--- src/rtl/program_loader_pkg.sv ---
// Shared constants for the boot-time program loader: state encoding,
// default geometry and bus width.
package program_loader_pkg;

    localparam int DEPTH_DEF  = 16;
    localparam int ADDR_W_DEF = 4;
    localparam int BUS_W      = 8;

    localparam logic [2:0] S_IDLE = 3'd0;
    localparam logic [2:0] S_HOLD = 3'd1;
    localparam logic [2:0] S_ADDR = 3'd2;
    localparam logic [2:0] S_WAIT = 3'd3;
    localparam logic [2:0] S_DATA = 3'd4;
    localparam logic [2:0] S_DONE = 3'd5;

endpackage

--- src/rtl/program_loader_if.sv ---
// Host byte stream, bus drive and CPU-control strobes of the program loader.
interface program_loader_if
    import program_loader_pkg::*;
#(
    parameter int ADDR_W = ADDR_W_DEF
) ();

    logic              start;
    logic [BUS_W-1:0]  byte_in;
    logic              byte_valid;
    logic              byte_ready;
    logic [BUS_W-1:0]  bus_out;
    logic              bus_drive;
    logic              MI;
    logic              RI;
    logic              cpu_hold;
    logic              busy;
    logic              done;
    logic [ADDR_W-1:0] load_addr;

    modport master (
        input  start, byte_in, byte_valid,
        output byte_ready, bus_out, bus_drive, MI, RI,
        output cpu_hold, busy, done, load_addr
    );

    modport slave (
        output start, byte_in, byte_valid,
        input  byte_ready, bus_out, bus_drive, MI, RI,
        input  cpu_hold, busy, done, load_addr
    );

endinterface

--- src/rtl/program_loader.sv ---
// Fills program RAM from a host byte stream: per word it loads MAR with the
// address, waits for one byte, then writes it, holding the CPU in clear throughout.
module program_loader
    import program_loader_pkg::*;
#(
    parameter int DEPTH  = DEPTH_DEF,
    parameter int ADDR_W = ADDR_W_DEF
) (
    input  logic             clock,
    input  logic             reset,
    program_loader_if.master lif
);

    logic [2:0]        state_q, state_d;
    logic [ADDR_W-1:0] addr_q,  addr_d;
    logic [BUS_W-1:0]  data_q,  data_d;
    logic              last_word;

    assign last_word = (addr_q == ADDR_W'(DEPTH - 1));

    always_comb begin
        // NOTE: every _d gets a default first so no path leaves it unassigned (no latches).
        state_d = state_q;
        addr_d  = addr_q;
        data_d  = data_q;
        case (state_q)
            S_IDLE: if (lif.start) begin
                state_d = S_HOLD;
                addr_d  = '0;
            end
            S_HOLD: state_d = S_ADDR;
            S_ADDR: state_d = S_WAIT;
            // byte_ready is high throughout WAIT, so valid alone completes the handshake.
            S_WAIT: if (lif.byte_valid) begin
                data_d  = lif.byte_in;
                state_d = S_DATA;
            end
            S_DATA: begin
                if (last_word) begin
                    state_d = S_DONE;
                end else begin
                    addr_d  = addr_q + 1'b1;
                    state_d = S_ADDR;
                end
            end
            S_DONE: begin
                state_d = S_IDLE;
                addr_d  = '0;
            end
            default: state_d = S_IDLE;
        endcase
    end

    always_ff @(posedge clock) begin
        // NOTE: state registers use non-blocking assignments so every flop samples pre-edge values.
        if (!reset) begin
            state_q <= S_IDLE;
            addr_q  <= '0;
            data_q  <= '0;
        end else begin
            state_q <= state_d;
            addr_q  <= addr_d;
            data_q  <= data_d;
        end
    end

    // All outputs are pure decodes of registered state.
    assign lif.byte_ready = (state_q == S_WAIT);
    assign lif.MI         = (state_q == S_ADDR);
    assign lif.RI         = (state_q == S_DATA);
    assign lif.bus_drive  = lif.MI | lif.RI;
    assign lif.bus_out    = (state_q == S_ADDR) ? BUS_W'(addr_q) :
                            (state_q == S_DATA) ? data_q : '0;
    assign lif.busy       = (state_q == S_HOLD) || (state_q == S_ADDR) || (state_q == S_WAIT) ||
                            (state_q == S_DATA) || (state_q == S_DONE);
    assign lif.cpu_hold   = lif.busy;
    assign lif.done       = (state_q == S_DONE);
    assign lif.load_addr  = addr_q;

endmodule
--- src/flat_wrapper.sv ---
// flat-port wrapper written by rule: the top's interface ports become plain ports
module program_loader_flat import program_loader_pkg::*;
#(
    parameter int DEPTH  = DEPTH_DEF,
    parameter int ADDR_W = ADDR_W_DEF
)
  (clock, reset, lif_start, lif_byte_in, lif_byte_valid, lif_byte_ready, lif_bus_out, lif_bus_drive, lif_MI, lif_RI, lif_cpu_hold, lif_busy, lif_done, lif_load_addr);
  program_loader_if #(.ADDR_W(ADDR_W)) lif_i ();
  input  logic clock;
  input  logic reset;
  input wire logic [$bits(lif_i.start)-1:0] lif_start;
  input wire logic [$bits(lif_i.byte_in)-1:0] lif_byte_in;
  input wire logic [$bits(lif_i.byte_valid)-1:0] lif_byte_valid;
  output wire logic [$bits(lif_i.byte_ready)-1:0] lif_byte_ready;
  output wire logic [$bits(lif_i.bus_out)-1:0] lif_bus_out;
  output wire logic [$bits(lif_i.bus_drive)-1:0] lif_bus_drive;
  output wire logic [$bits(lif_i.MI)-1:0] lif_MI;
  output wire logic [$bits(lif_i.RI)-1:0] lif_RI;
  output wire logic [$bits(lif_i.cpu_hold)-1:0] lif_cpu_hold;
  output wire logic [$bits(lif_i.busy)-1:0] lif_busy;
  output wire logic [$bits(lif_i.done)-1:0] lif_done;
  output wire logic [$bits(lif_i.load_addr)-1:0] lif_load_addr;
  assign lif_i.start = lif_start;
  assign lif_i.byte_in = lif_byte_in;
  assign lif_i.byte_valid = lif_byte_valid;
  assign lif_byte_ready = lif_i.byte_ready;
  assign lif_bus_out = lif_i.bus_out;
  assign lif_bus_drive = lif_i.bus_drive;
  assign lif_MI = lif_i.MI;
  assign lif_RI = lif_i.RI;
  assign lif_cpu_hold = lif_i.cpu_hold;
  assign lif_busy = lif_i.busy;
  assign lif_done = lif_i.done;
  assign lif_load_addr = lif_i.load_addr;
  program_loader #(.DEPTH(DEPTH), .ADDR_W(ADDR_W)) u_core (.clock(clock), .reset(reset), .lif(lif_i));
endmodule
--- config.mk ---
export PLATFORM = sky130hd
export DESIGN_NAME = program_loader_flat
export DESIGN_NICKNAME = d
export VERILOG_FILES = /design/src/rtl/program_loader_pkg.sv /design/src/rtl/program_loader_if.sv /design/src/rtl/program_loader.sv /design/src/flat_wrapper.sv
export SDC_FILE = /design/constraint.sdc
export NUM_CORES = 1
export LEC_CHECK = 0
export ABC_CLOCK_PERIOD_IN_PS = 1100
export CORE_ASPECT_RATIO = 1.4
export CORE_MARGIN = 4
export CORE_UTILIZATION = 38
export DETAILED_ROUTE_END_ITERATION = 7
export MAX_ROUTING_LAYER = met4
export PLACE_DENSITY = 0.74
export SYNTH_ARGS = -nofsm -noshare
export SYNTH_HDL_FRONTEND = slang
export SYNTH_SLANG_ARGS = --single-unit
export TNS_END_PERCENT = 100
--- constraint.sdc ---
create_clock -name clock -period 1.1 [get_ports clock]
set_input_delay 0.165 -clock clock [delete_from_list [all_inputs] [get_ports clock]]
set_output_delay 0.165 -clock clock [all_outputs]
set_load 0.005 [all_outputs]
==> results.cfg, run 1 <==
[floorplanning]
die_area_mm2 = 0.00295
dieWidth_um = 47.0
die_y_um = 62.7
start_util_pct = 40.6
rows = 19
pin_count = 31
core_mm2 = 0.00200

[cells_and_area]
antennaDiodeCount = 0
area_growth_pct = 106
final_cells = 193
drive_gt1_share_pct = 62.2
nets = 186
n_fill_cell = 123
utilization_pct = 83.5

[flow_run]
cap_violations = 0

[routing]
met1_length_um = 1230
drtIter0Drc = 26
wl_per_cell_um = 17.2
wl_met2_um = 1820
wl_met3_um = 110
drc = 0
dr.pass1.iters = 4
vias = 1034
routed.top_layer = met4
drt-total-wl_um = 3320
via_per_inst = 5.36
antenna_left = 0

[timing]
finalHoldViolations = 0
timing.final.ws_setup_ns = -0.609
fin_crit_ns = 1.71
rsz0062_at_grt = true
fin_crit_sh_pct = 155
relSlewSlack_pct = 71.5
setup_viol = 30
skew_ns = 0.00766
drv_slew = 0
max_freq_mhz = 585
worstMarginPinSlew_ns = 0.426

[logic_synthesis]
synthArstFlopShare_pct = 0
synth_cells = 101
netlist_area_um2 = 811
synth_top_family_by_area = simple AND/OR/NAND/NOR gates
yosys-top-cells-area = dfxtp_1, nand2_1, a21oi_1, a22o_1, and2_1
yosysWarnings = 0
synth-simple-area-share_pct = 29.8
post-synth-top-count-cell = nand2_1
synth_seq_cells = 15
synth_top_area_share_pct = 37.0
synth_edf_count = 0
synth_cell_types = 30
synth-compound-area-share_pct = 24.5
synth_mux_area_share_pct = 0
synth_seq_area_share_pct = 37.0
synthAdderAreaFrac_pct = 1.54
ys.flop_type = dfxtp_1
synthXorXnorAreaFrac_pct = 0
synth_top_area_cell = dfxtp_1
syn_area_per_cell_um2 = 8.03
synthTopCellsByCount = nand2_1, dfxtp_1, a21oi_1
synth_nets = 114

[cts]
cts_hold_buf = 0
insertion_delay_ns = 0.29
htree_levels = 1
clockBufferDepth = 2
cts-buffers-inserted = 3
cts_tree = built
path_clk_slew_ns = 0.09
cts_root_buffer = clkbuf_4
clkSinkCount = 15

[worst_setup_path]
reg2reg_from = u_core.state_q[1]
rrSetupSlack_ns = -0.47
end_kind = output pin
r2r_end = u_core.lif.load_addr[3]
crit_required_ns = 0.94
cp_data_arrival_time_ns = 1.54
reg2reg_depth = 6
crit_fanout = 4
cp-start-kind = register
critical_path_class = reg -> out

[min_path]
hold_path.startpoint = lif_byte_in[0]
worstHoldEndpoint = u_core.data_q[0]
hp-class = in -> reg
holdPathStages = 3

[status]
violations = negative setup slack
status = finished, violations left

[power_and_ir_drop]
p_leak_nw = 0.736
powerDensity_mw_per_mm2 = 818
peakVddDrop_v = 0.000869
power_w = 0.00136

[global_route]
grt_use_total_pct = 22.6
grt-ovfl-total = 0
antenna_found_initial = 0
grt_pass1_wl_um = 4650
grt_max_degree = 13
grt_pass1_vias = 1081

[place]
pre_cts_slack_ns = -0.429
portBuffers = 30
hpwl_um = 1640
gp_congestion = 0.815
place_inst = 167
-- area by class of cell --
| cell class | count | area, um2 | share of cell area [%] |
|---|---|---|---|
| inverter | 4 | 15.0 | 0.901 |
| clock buffer | 4 | 26.3 | 1.58 |
| tap | 21 | 26.3 | 1.58 |
| timing repair buffer | 75 | 653 | 39.2 |
| multi-input combinational | 74 | 624 | 37.5 |
| sequential | 15 | 322 | 19.3 |
-- layer usage --
metal / global-route usage, % / up-vias
met5: - / -
met4: 13.5 / 0
met3: 4.32 / 14
met2: 38.1 / 31
met1: 22.4 / 490
li1: - / 499
-- worst max-delay path, stage by stage, from the launching register on --
cell	delay (ns)
dfxtp_4	0.37
nor3b_4	0.28
buf_6	0.15
buf_6	0.10
buf_6	0.09
a22o_1	0.14
buf_2	0.13
-- flip-flops by register name, summed over array words and instances (netlist names) --
register              flops
u_core.data_q             8
u_core.state_q            3
u_core.lif.load_addr      4
-- placed cells by master, fill, tap and decap left out, drive strengths merged --
cell,n
a211o,1
a21bo,1
a21oi,12
a221oi,2
a22o,4
and2,4
and3,3
and4b,1
buf,62
clkbuf,4
clkdlybuf4s50,11
dfxtp,15
dlygate4sd2,2
ha,1
inv,4
nand2,23
nand2b,3
nand3,1
nand4,1
nand4b,1
nor2,3
nor3,1
nor3b,2
o211ai,2
o22ai,3
o31ai,1
o32a,1
o41ai,1
or2,1
or3b,1
-- per-stage QoR --
step	setup TNS (ns)	instance area, um2	hold WS, ns
finish	-11.10	1670	0.435
global route	-12.76	1670	0.427
CTS	-9.66	1560	0.420
detailed placement	-9.40	1300	0.444
global placement	-8.54	1300	0.438
floorplan	-1.17	851	0.301
-- logic make-up after synthesis --
family | after synthesis
DFF | 15
and+or+nand+nor | 45
adders and majority gates | 1
buffers and inverters | 12
AOI/OAI and AO/OA | 28
-- worst max path at each step --
stage	slack [ns]	cells after the start	startpoint	end
CTS	-0.48	6	u_core.state_q[1]	lif_bus_out[3]
global placement	-0.41	4	u_core.state_q[1]	lif_bus_drive
finish	-0.61	6	u_core.state_q[1]	lif_bus_out[2]
floorplan	-0.1	4	u_core.state_q[2]	u_core.state_q[0]
detailed placement	-0.43	4	u_core.state_q[0]	lif_bus_out[2]
global route	-0.66	6	u_core.state_q[1]	lif_bus_out[2]
-- where the power goes --
group / total [W] / leakage [nW] / switching (W) / internal, W
clock network: 0.000317 / 0.0150 / 0.000176 / 0.000141
logic: 0.000467 / 0.595 / 0.000199 / 0.000268
registers: 0.000579 / 0.126 / 0.0000227 / 0.000556
total: 0.00136 / 0.736 / 0.000398 / 0.000966
-- what timing repair did --
| action | 4_1_cts | 5_1_grt |
|---|---|---|
| buffers inserted | 22 | 5 |
| cloned | 1 | 0 |
| pin swaps | 17 | 13 |
| gates resized for setup | 114 | 26 |
| endpoints found under the setup margin | 34 | 30 |
Power figures use the tool's default switching activity.
==> run 2, diff against run 1 <==
Settings changed: CORE_ASPECT_RATIO 1.4 to 2, CORE_UTILIZATION 38 to 30, PLACE_DENSITY 0.74 to unset.
==> results.cfg, run 2 (synthesis results as in run 1) <==
[min_path]
holdPathStages = 2
hp-class = reg -> reg

[timing]
drv_slew = 0
rsz0062_at_grt = true
max_freq_mhz = 644
fin_crit_ns = 1.55
finalHoldViolations = 0
holdWs_ns = 0.470
worstMarginPinSlew_ns = 0.256
timing.final.ws_setup_ns = -0.452
fin_crit_sh_pct = 141
tns_ns = -7.62
relSlewSlack_pct = 82.9
skew_ns = 0.000692
setup_viol = 30

[place]
hpwl_um = 2030
portBuffers = 30
pre_cts_slack_ns = -0.458
place_inst = 176
gp_congestion = 0.694

[cts]
cts-buffers-inserted = 3
insertion_delay_ns = 0.24
clockBufferDepth = 2
path_clk_slew_ns = 0.06
clkSinkCount = 15
htree_levels = 1
cts_root_buffer = clkbuf_8
cts_tree = built

[power_and_ir_drop]
powerDensity_mw_per_mm2 = 879
p_leak_nw = 0.687
peakVddDrop_v = 0.000748

[floorplanning]
pin_count = 31
start_util_pct = 31.5
die_y_um = 81.5
die_area_mm2 = 0.00365
core_mm2 = 0.00257
rows = 26
dieWidth_um = 44.8

[routing]
wl_per_cell_um = 15.9
drtIter0Drc = 23
via_per_inst = 5.17
vias = 1014
dr.pass1.iters = 4
antenna_left = 0
drc = 0
drt-total-wl_um = 3110

[worst_setup_path]
end_kind = output pin
crit_required_ns = 0.94
crit_fanout = 3
critical_path_class = reg -> out
cp_data_arrival_time_ns = 1.39
cp_common_cell = buf_6
max_stage_delay_ns = 0.37
crit_chain = nor3b_4 > buf_6 > buf_6 > buf_6 > a22o_1 > buf_2
cp-start-kind = register
reg2reg_depth = 6
cp_slowest_cell = dfxtp_4

[global_route]
grt-ovfl-total = 0
grt_use_total_pct = 17.2
grt_pass1_wl_um = 4540
grt_pass1_vias = 1034
grt_max_degree = 13
antenna_found_initial = 0

[status]
violations = negative setup slack
status = finished, violations left

[cells_and_area]
final_cells = 196
largest_reg_flops = 8
antennaDiodeCount = 0
n_fill_cell = 204
top_register = u_core.data_q
layout_common_cells = buf_6, buf_4, nand2_1
final_common_cell = buf_6
drive_gt1_share_pct = 64.9
nets = 182
area_growth_pct = 108

[flow_run]
cap_violations = 0
-- run 2: changes by cell type in the layout (fill, tap and decap cells not counted), sizes merged --
cell / delta
buf: -4
clkdlybuf4s15: +1
dlygate4sd2: -2
clkbuf: +1
-- run 2: critical path: cells and delay by family, from the launching register on --
| kind | cells | cell delay, ns |
|---|---|---|
| flip-flops | 1 | 0.37 |
| AND/OR/NAND/NOR | 1 | 0.24 |
| buffers and inverters | 4 | 0.42 |
| AO/OA/AOI/OAI | 1 | 0.11 |
-- run 2: layout make-up --
class / count / area, um2 / share of cell area [%]
sequential: 15 / 322 / 19.0
timing repair buffer: 71 / 647 / 38.3
multi-input combinational: 74 / 627 / 37.1
clock buffer: 4 / 45.0 / 2.66
tap: 28 / 35.0 / 2.07
inverter: 4 / 15.0 / 0.888
-- run 2: worst paths after layout --
check | start | to | slack, ns
worst max-delay path | u_core.state_q[2] | lif_bus_out[1] | -0.45
worst min-delay path | u_core.data_q[6] | u_core.data_q[6] | 0.47
worst max register to register | u_core.state_q[2] | u_core.lif.load_addr[3] | -0.39
worst min register to register | u_core.data_q[6] | u_core.data_q[6] | 0.47
-- run 2: power by group --
group | internal, W | switching, W | total [W]
clock | 0.000256 | 0.000188 | 0.000444
sequential | 0.000557 | 0.0000242 | 0.000582
combinational | 0.000268 | 0.000191 | 0.000460
-- run 2: what timing repair did --
action | CTS | global route
gates resized for setup | 120 | 30
hold endpoints to repair | 0 | 0
hold buffers | 0 | 0
buffers inserted | 13 | 3
pin swaps | 22 | 23
gates cloned | 1 | 1
setup endpoints to repair | 34 | 31
-- run 2: stage by stage --
| stage | total power, W | utilization [%] | area [um2] |
|---|---|---|---|
| detailed placement | 0.000897 | 51.4 | 1320 |
| floorplan | 0.000741 | - | 851 |
| CTS | 0.00148 | 63.1 | 1620 |
| global route | 0.00154 | 65.8 | 1690 |
| global placement | 0.000894 | 51.4 | 1320 |
| finish | 0.00149 | 65.8 | 1690 |
-- run 2: routing by layer --
layer  track usage [%]  vias to the layer above  part of all wire, %
li1                  -                      488                    -
met1              15.7                      493                   35
met2              33.3                       31                   61
met3              2.85                        2                  3.1
met4              6.34                        0                 0.80
met5                 -                        -                    0
